**src/rtl/ctrl_pipe.sv**
```systemverilog
// rtl/ctrl_pipe.sv - decode, E..W control register chain and halt/drain FSM
module ctrl_pipe #(
  parameter int IW    = 16,
  parameter int DEPTH = 4
) (
  input  logic          clk,
  input  logic          reset,
  input  logic [IW-1:0] instD,
  input  logic          validD,
  input  logic          stallD,
  input  logic          z,
  input  logic          s,
  input  logic          v,
  input  logic          restart,
  output logic          acceptD,
  output logic          flushD,
  output logic          pcsrcE,
  output logic [3:0]    alucontrolE,
  output logic          alusrcE,
  output logic          shiftE,
  output logic          liE,
  output logic          addiE,
  output logic          inE,
  output logic          outE,
  output logic          memwriteM,
  output logic          regwriteM,
  output logic          memtoregW,
  output logic          regwriteW,
  output logic          halted,
  output logic [1:0]    state
);

  typedef struct packed {
    logic       valid;
    logic [3:0] alucontrol;
    logic       alusrc;
    logic       shift;
    logic       li;
    logic       addi;
    logic       inp;
    logic       outp;
    logic       memwrite;
    logic       regwrite;
    logic       memtoreg;
    logic       br;
    logic       be;
    logic       blt;
    logic       ble;
    logic       bne;
  } bundle_t;

  typedef enum logic [1:0] {
    S_RUN    = 2'd0,
    S_DRAIN  = 2'd1,
    S_HALTED = 2'd2
  } state_t;

  localparam int LAST = DEPTH - 2;
  localparam int MIDX = DEPTH - 3;

  logic [15:0] w_f;
  logic [1:0]  w_op1;
  logic [2:0]  w_op2;
  logic [2:0]  w_cond;
  logic [3:0]  w_op3;
  bundle_t     w_dec;
  bundle_t     w_enter_e;
  logic        w_hlt;
  logic        w_pcsrc;
  logic        w_accept;
  logic        w_unused;

  bundle_t     r_pipe [DEPTH-1];
  state_t      r_state;
  state_t      w_state_nxt;
  logic [2:0]  r_cnt;
  logic [2:0]  w_cnt_nxt;

  assign w_f    = instD[IW-1:IW-16];
  assign w_op1  = w_f[15:14];
  assign w_op2  = w_f[13:11];
  assign w_cond = w_f[10:8];
  assign w_op3  = w_f[7:4];

  always_comb begin
    w_dec       = '0;
    w_dec.valid = 1'b1;
    w_hlt       = 1'b0;
    case (w_op1)
      2'b00: begin
        w_dec.alusrc   = 1'b1;
        w_dec.memtoreg = 1'b1;
        w_dec.regwrite = 1'b1;
      end
      2'b01: begin
        w_dec.alusrc   = 1'b1;
        w_dec.memwrite = 1'b1;
      end
      2'b10: begin
        case (w_op2)
          3'b000: begin
            w_dec.li       = 1'b1;
            w_dec.regwrite = 1'b1;
          end
          3'b001: begin
            w_dec.addi     = 1'b1;
            w_dec.alusrc   = 1'b1;
            w_dec.regwrite = 1'b1;
          end
          3'b100: w_dec.br = 1'b1;
          3'b111: begin
            case (w_cond)
              3'b000:  w_dec.be  = 1'b1;
              3'b001:  w_dec.blt = 1'b1;
              3'b010:  w_dec.ble = 1'b1;
              3'b011:  w_dec.bne = 1'b1;
              default: ;
            endcase
          end
          default: ;
        endcase
      end
      default: begin
        w_dec.alucontrol = w_op3;
        w_dec.regwrite   = (w_op3 <= 4'd4) || (w_op3 == 4'd6) ||
                           ((w_op3 >= 4'd8) && (w_op3 <= 4'd12));
        w_dec.shift      = (w_op3[3:2] == 2'b10);
        w_dec.inp        = (w_op3 == 4'd12);
        w_dec.outp       = (w_op3 == 4'd13);
        w_hlt            = (w_op3 == 4'd15);
      end
    endcase
  end

  // Branch resolution is combinational on the E register so a taken branch kills D in the same cycle.
  assign w_pcsrc = r_pipe[0].valid &
                   (r_pipe[0].br | (r_pipe[0].be & z) | (r_pipe[0].blt & (s ^ v)) |
                    (r_pipe[0].ble & (z | (s ^ v))) | (r_pipe[0].bne & ~z));

  assign w_accept  = validD & ~stallD & ~w_pcsrc & (r_state == S_RUN);
  assign w_enter_e = (w_accept && !w_hlt) ? w_dec : '0;

  always_ff @(posedge clk) begin
    if (reset) begin
      for (int i = 0; i < DEPTH-1; i++) r_pipe[i] <= '0;
    end else begin
      r_pipe[0] <= w_enter_e;
      for (int i = 1; i < DEPTH-1; i++) r_pipe[i] <= r_pipe[i-1];
    end
  end

  always_ff @(posedge clk) begin
    if (reset) begin
      r_state <= S_RUN;
      r_cnt   <= 3'd0;
    end else begin
      r_state <= w_state_nxt;
      r_cnt   <= w_cnt_nxt;
    end
  end

  // The drain counter holds the older instructions' exit: DEPTH-1 cycles empties E..W.
  always_comb begin
    w_state_nxt = r_state;
    w_cnt_nxt   = r_cnt;
    case (r_state)
      S_RUN: begin
        if (w_accept && w_hlt) begin
          w_state_nxt = S_DRAIN;
          w_cnt_nxt   = 3'd0;
        end
      end
      S_DRAIN: begin
        if (r_cnt == 3'(DEPTH-2)) begin
          w_state_nxt = S_HALTED;
          w_cnt_nxt   = 3'd0;
        end else begin
          w_cnt_nxt = r_cnt + 3'd1;
        end
      end
      S_HALTED: begin
        if (restart) w_state_nxt = S_RUN;
      end
      default: w_state_nxt = S_RUN;
    endcase
  end

  assign acceptD     = w_accept;
  assign flushD      = w_pcsrc;
  assign pcsrcE      = w_pcsrc;
  assign alucontrolE = r_pipe[0].alucontrol;
  assign alusrcE     = r_pipe[0].alusrc;
  assign shiftE      = r_pipe[0].shift;
  assign liE         = r_pipe[0].li;
  assign addiE       = r_pipe[0].addi;
  assign inE         = r_pipe[0].inp;
  assign outE        = r_pipe[0].outp;
  assign memwriteM   = r_pipe[MIDX].memwrite;
  assign regwriteM   = r_pipe[MIDX].regwrite;
  assign memtoregW   = r_pipe[LAST].memtoreg;
  assign regwriteW   = r_pipe[LAST].regwrite;
  assign halted      = (r_state == S_HALTED);
  assign state       = r_state;

  assign w_unused = ^{instD, r_pipe[LAST]};

endmodule

```
**config.mk**
```make
export PLATFORM = sky130hd
export DESIGN_NAME = ctrl_pipe
export DESIGN_NICKNAME = d
export VERILOG_FILES = /design/src/rtl/ctrl_pipe.sv
export SDC_FILE = /design/constraint.sdc
export NUM_CORES = 1
export LEC_CHECK = 0
export CORE_UTILIZATION = 33
export DETAILED_ROUTE_END_ITERATION = 7
export GPL_ROUTABILITY_DRIVEN = 0
export PLACE_DENSITY = 0.66
export SLEW_MARGIN = 20
export SYNTH_ARGS = -nofsm -noshare
export SYNTH_HDL_FRONTEND = slang
export SYNTH_SLANG_ARGS = --single-unit
```
**constraint.sdc**
```tcl
create_clock -name clk -period 3.8 [get_ports clk]
set_clock_uncertainty 0.2 [all_clocks]
set_input_delay 0.38 -clock clk [delete_from_list [all_inputs] [get_ports clk]]
set_output_delay 0.38 -clock clk [all_outputs]
set_load 0.01 [all_outputs]
```
==> impl_metrics.json <==
{
  "status": "finished clean",
  "finalCoreUtilization_pct": 47.9,
  "post_synthesis_cells": 115,
  "end_kind": "output pin",
  "route.vias.total": 966,
  "max_slew.worst_pin.slew_ns": 0.424,
  "setup_tns_ns": 0,
  "detailedPlacementHpwl_mm": 1.76,
  "grt_max_degree": 16,
  "layout_common_cells": "clkdlybuf4s50_1 (39), dfxtp_1 (29), nor3_1 (13)",
  "post_cts.repair.setup_buffers": 0,
  "syn-mean-instance-area_sq_um": 10.1,
  "synth.ff_latch_count": 29,
  "async_flop_share_pct": 0,
  "floorplan.die.height_um": 61.3,
  "pre_cts_ws_ns": 0.924,
  "setup_repair_after_global_routing_missed_its_margin": "no",
  "place.detailed.instances": 193,
  "worst_r2r_endpoint": "r_pipe[0][9]",
  "pwr_density_cell_nw_per_um2": 335,
  "antenna_found_initial": 0,
  "cpMostUsedCell": "clkdlybuf4s50_1",
  "drc_errors": 0,
  "routed_wire_length_per_instance_um": 11.0,
  "critical_path_cell_count": 5,
  "core_area_sq_um": 3360,
  "synth_cell_types": 36,
  "synth_seq_area_share_pct": 50.0,
  "final_critical_path_setup_slack_ns": 0.951,
  "worst-path-buf-inv": 2,
  "power_frac_seq_pct": 57.0,
  "critical_path_class": "input port to output pin",
  "drt-initial-drc-count": 31,
  "routed_vias_inst": 4.81,
  "critPathArrivalTime_ns": 2.27,
  "clockRootBuffer": "clkbuf_4",
  "final_cell_count_no_fill": 201,
  "clock_path_buffers": 2,
  "clk_pin_slew_ns": 0.09,
  "synthToLayoutAreaGrowth_pct": 38.8,
  "worst_setup_path_start_kind": "input port",
  "final-max-slew-violation-count": 0,
  "dieWidth_um": 61.3,
  "cts.repair.resized": 0,
  "tritoncts.num_buffers": 5,
  "switching_share_pct": 24.7,
  "syn-num-nets": 139,
  "min_path_cells": 1,
  "internal_power_w": 0.000406,
  "rrSetupSlack_ns": 1.90,
  "num_antenna_cells": 0,
  "tritoncts_num_sinks": 29,
  "hold_path_startpoint": "r_pipe[0][7]",
  "global_route.usage.total_pct": 13.9,
  "p_clk_share_pct": 32.8,
  "clock_tree_from_tritoncts": "built",
  "first_global_vias": 914,
  "cts_hold_fix_bufs": 0,
  "worst_path_max_delay_cell": "clkdlybuf4s50_1",
  "critPathMaxStageDelay_ns": 0.54,
  "total_switching_power_w": 0.000133,
  "worst_hold_path.endpoint": "r_pipe[0][26]",
  "h_tree_depth_reported_by_cts": 2,
  "report.final.setup_viol": 0,
  "hold_viol_final": 0,
  "grt_pass1_wl_mm": 3.72,
  "leakage_nw": 0.586,
  "fmax_mhz": 351,
  "synth_ff_type": "dfxtp_1",
  "path_delay_family": "buffers and inverters",
  "netlist_area_sq_um": 1160,
  "insertion_delay_ns": 0.33,
  "post_route_clock_period_utilization_pct": 75.0,
  "number_of_detailed_routing_iterations_run_before_antenna_repair": 4,
  "hp-class": "flip-flop to flip-flop",
  "crit_path_max_fanout": 4,
  "timing.max_cap.violations": 0,
  "r2r.worst_path.cells": 4,
  "io-pin-count": 44,
  "synth_enable_flop_cells": 0,
  "mostFrequentLayoutCell": "clkdlybuf4s50_1",
  "dieArea_sq_um": 3760,
  "post_layout_min_period_ns": 2.85,
  "power.share.combinational_pct": 10.2,
  "worst_slew_margin_rel_pct": 71.7,
  "ir_worst_vdd_v": 0.000173,
  "worstPathCellList": "clkdlybuf4s50_1 > or4b_4 > o311ai_2 > and2_1 > clkdlybuf4s50_1",
  "drt-total-wl_mm": 2.22,
  "p_total_w": 0.000539,
  "start_util_pct": 34.5,
  "worstPathRequired_ns": 3.22,
  "rows": 21,
  "placement.io_buffers": 39,
  "gr-total-overflow": 0,
  "drive_gt1_share_pct": 11.0,
  "drtAntennaViolNets": 0,
  "r2r_start": "r_pipe[0][4]",
  "yosys_warnings": 0,
  "nets": 178
}
-- through the flow --
step           hold WS, ns  cell area [sq um]
2_1_floorplan        0.214               1160
6_report             0.249               1610
3_3_place_gp         0.217               1560
5_1_grt              0.269               1610
4_1_cts              0.255               1610
3_5_place_dp         0.233               1560
-- state kept, by name (all words and copies together) (netlist names) --
signal,cells
r_cnt,3
r_pipe,24
state,2
-- power groups by stage --
stage | combinational, W | clock (W) | sequential (W)
final | 0.0000547 | 0.000177 | 0.000308
after floorplan | 0.0000234 | 0 | 0.000315
after detailed placement | 0.0000549 | 0 | 0.000315
after global placement | 0.0000540 | 0 | 0.000315
after CTS | 0.0000551 | 0.000183 | 0.000308
after global routing | 0.0000602 | 0.000198 | 0.000308
-- layout make-up --
type / instances / area [sq um]
Inverter: 8 / 30.0
Multi-Input combinational cell: 71 / 498
Sequential cell: 29 / 581
Timing Repair Buffer: 39 / 390
Clock inverter: 3 / 17.5
Clock buffer: 5 / 37.5
Fill cell: 344 / 1750
Tap cell: 46 / 57.6
-- worst reg2reg max path, delay by kind of cell, from the launching register on --
kind	cells	cell delay [ns]
compound gates	1	0.14
simple gates	3	1.13
flops	1	0.35
-- routing by layer --
| metal | track usage (%) | part of all wire (%) |
|---|---|---|
| met3 | 5.88 | 6.8 |
| met4 | 8.77 | 2.9 |
| met1 | 15.0 | 41 |
| met5 | 0 | 0 |
| met2 | 22.5 | 50 |
-- logic make-up (layout without fill, tap and decap cells) --
family,Yosys count,after routing,share of synthesized area (%)
AOI/OAI and AO/OA,20,20,14.0
xor gates and xnor gates,1,1,0.754
buffers and inverters,15,55,7.11
DFF,29,29,50.0
and+or+nand+nor,50,50,28.1
-- cell usage after synthesis, types with 2 or more instances --
cell type,number,area [sq um]
dfxtp_1,29,581
nor3_1,13,65.1
inv_1,8,30.0
nor2b_1,7,43.8
nand2b_1,6,37.5
nor2_1,6,22.5
buf_4,5,37.5
nand2_1,5,18.8
a21oi_1,3,15.0
nor4b_1,3,26.3
a41o_1,2,20.0
o21a_1,2,15.0
o21ai_0,2,10.0
o31a_1,2,17.5
-- worst max path at each step --
| stage | startpoint | to | slack (ns) |
|---|---|---|---|
| after detailed placement | z | acceptD | 0.92 |
| after CTS | z | acceptD | 0.92 |
| after global placement | z | acceptD | 0.94 |
| final | z | acceptD | 0.95 |
| after global routing | z | acceptD | 0.88 |
| after floorplan | z | pcsrcE | 1.94 |
(Power assumes the default switching activity.)
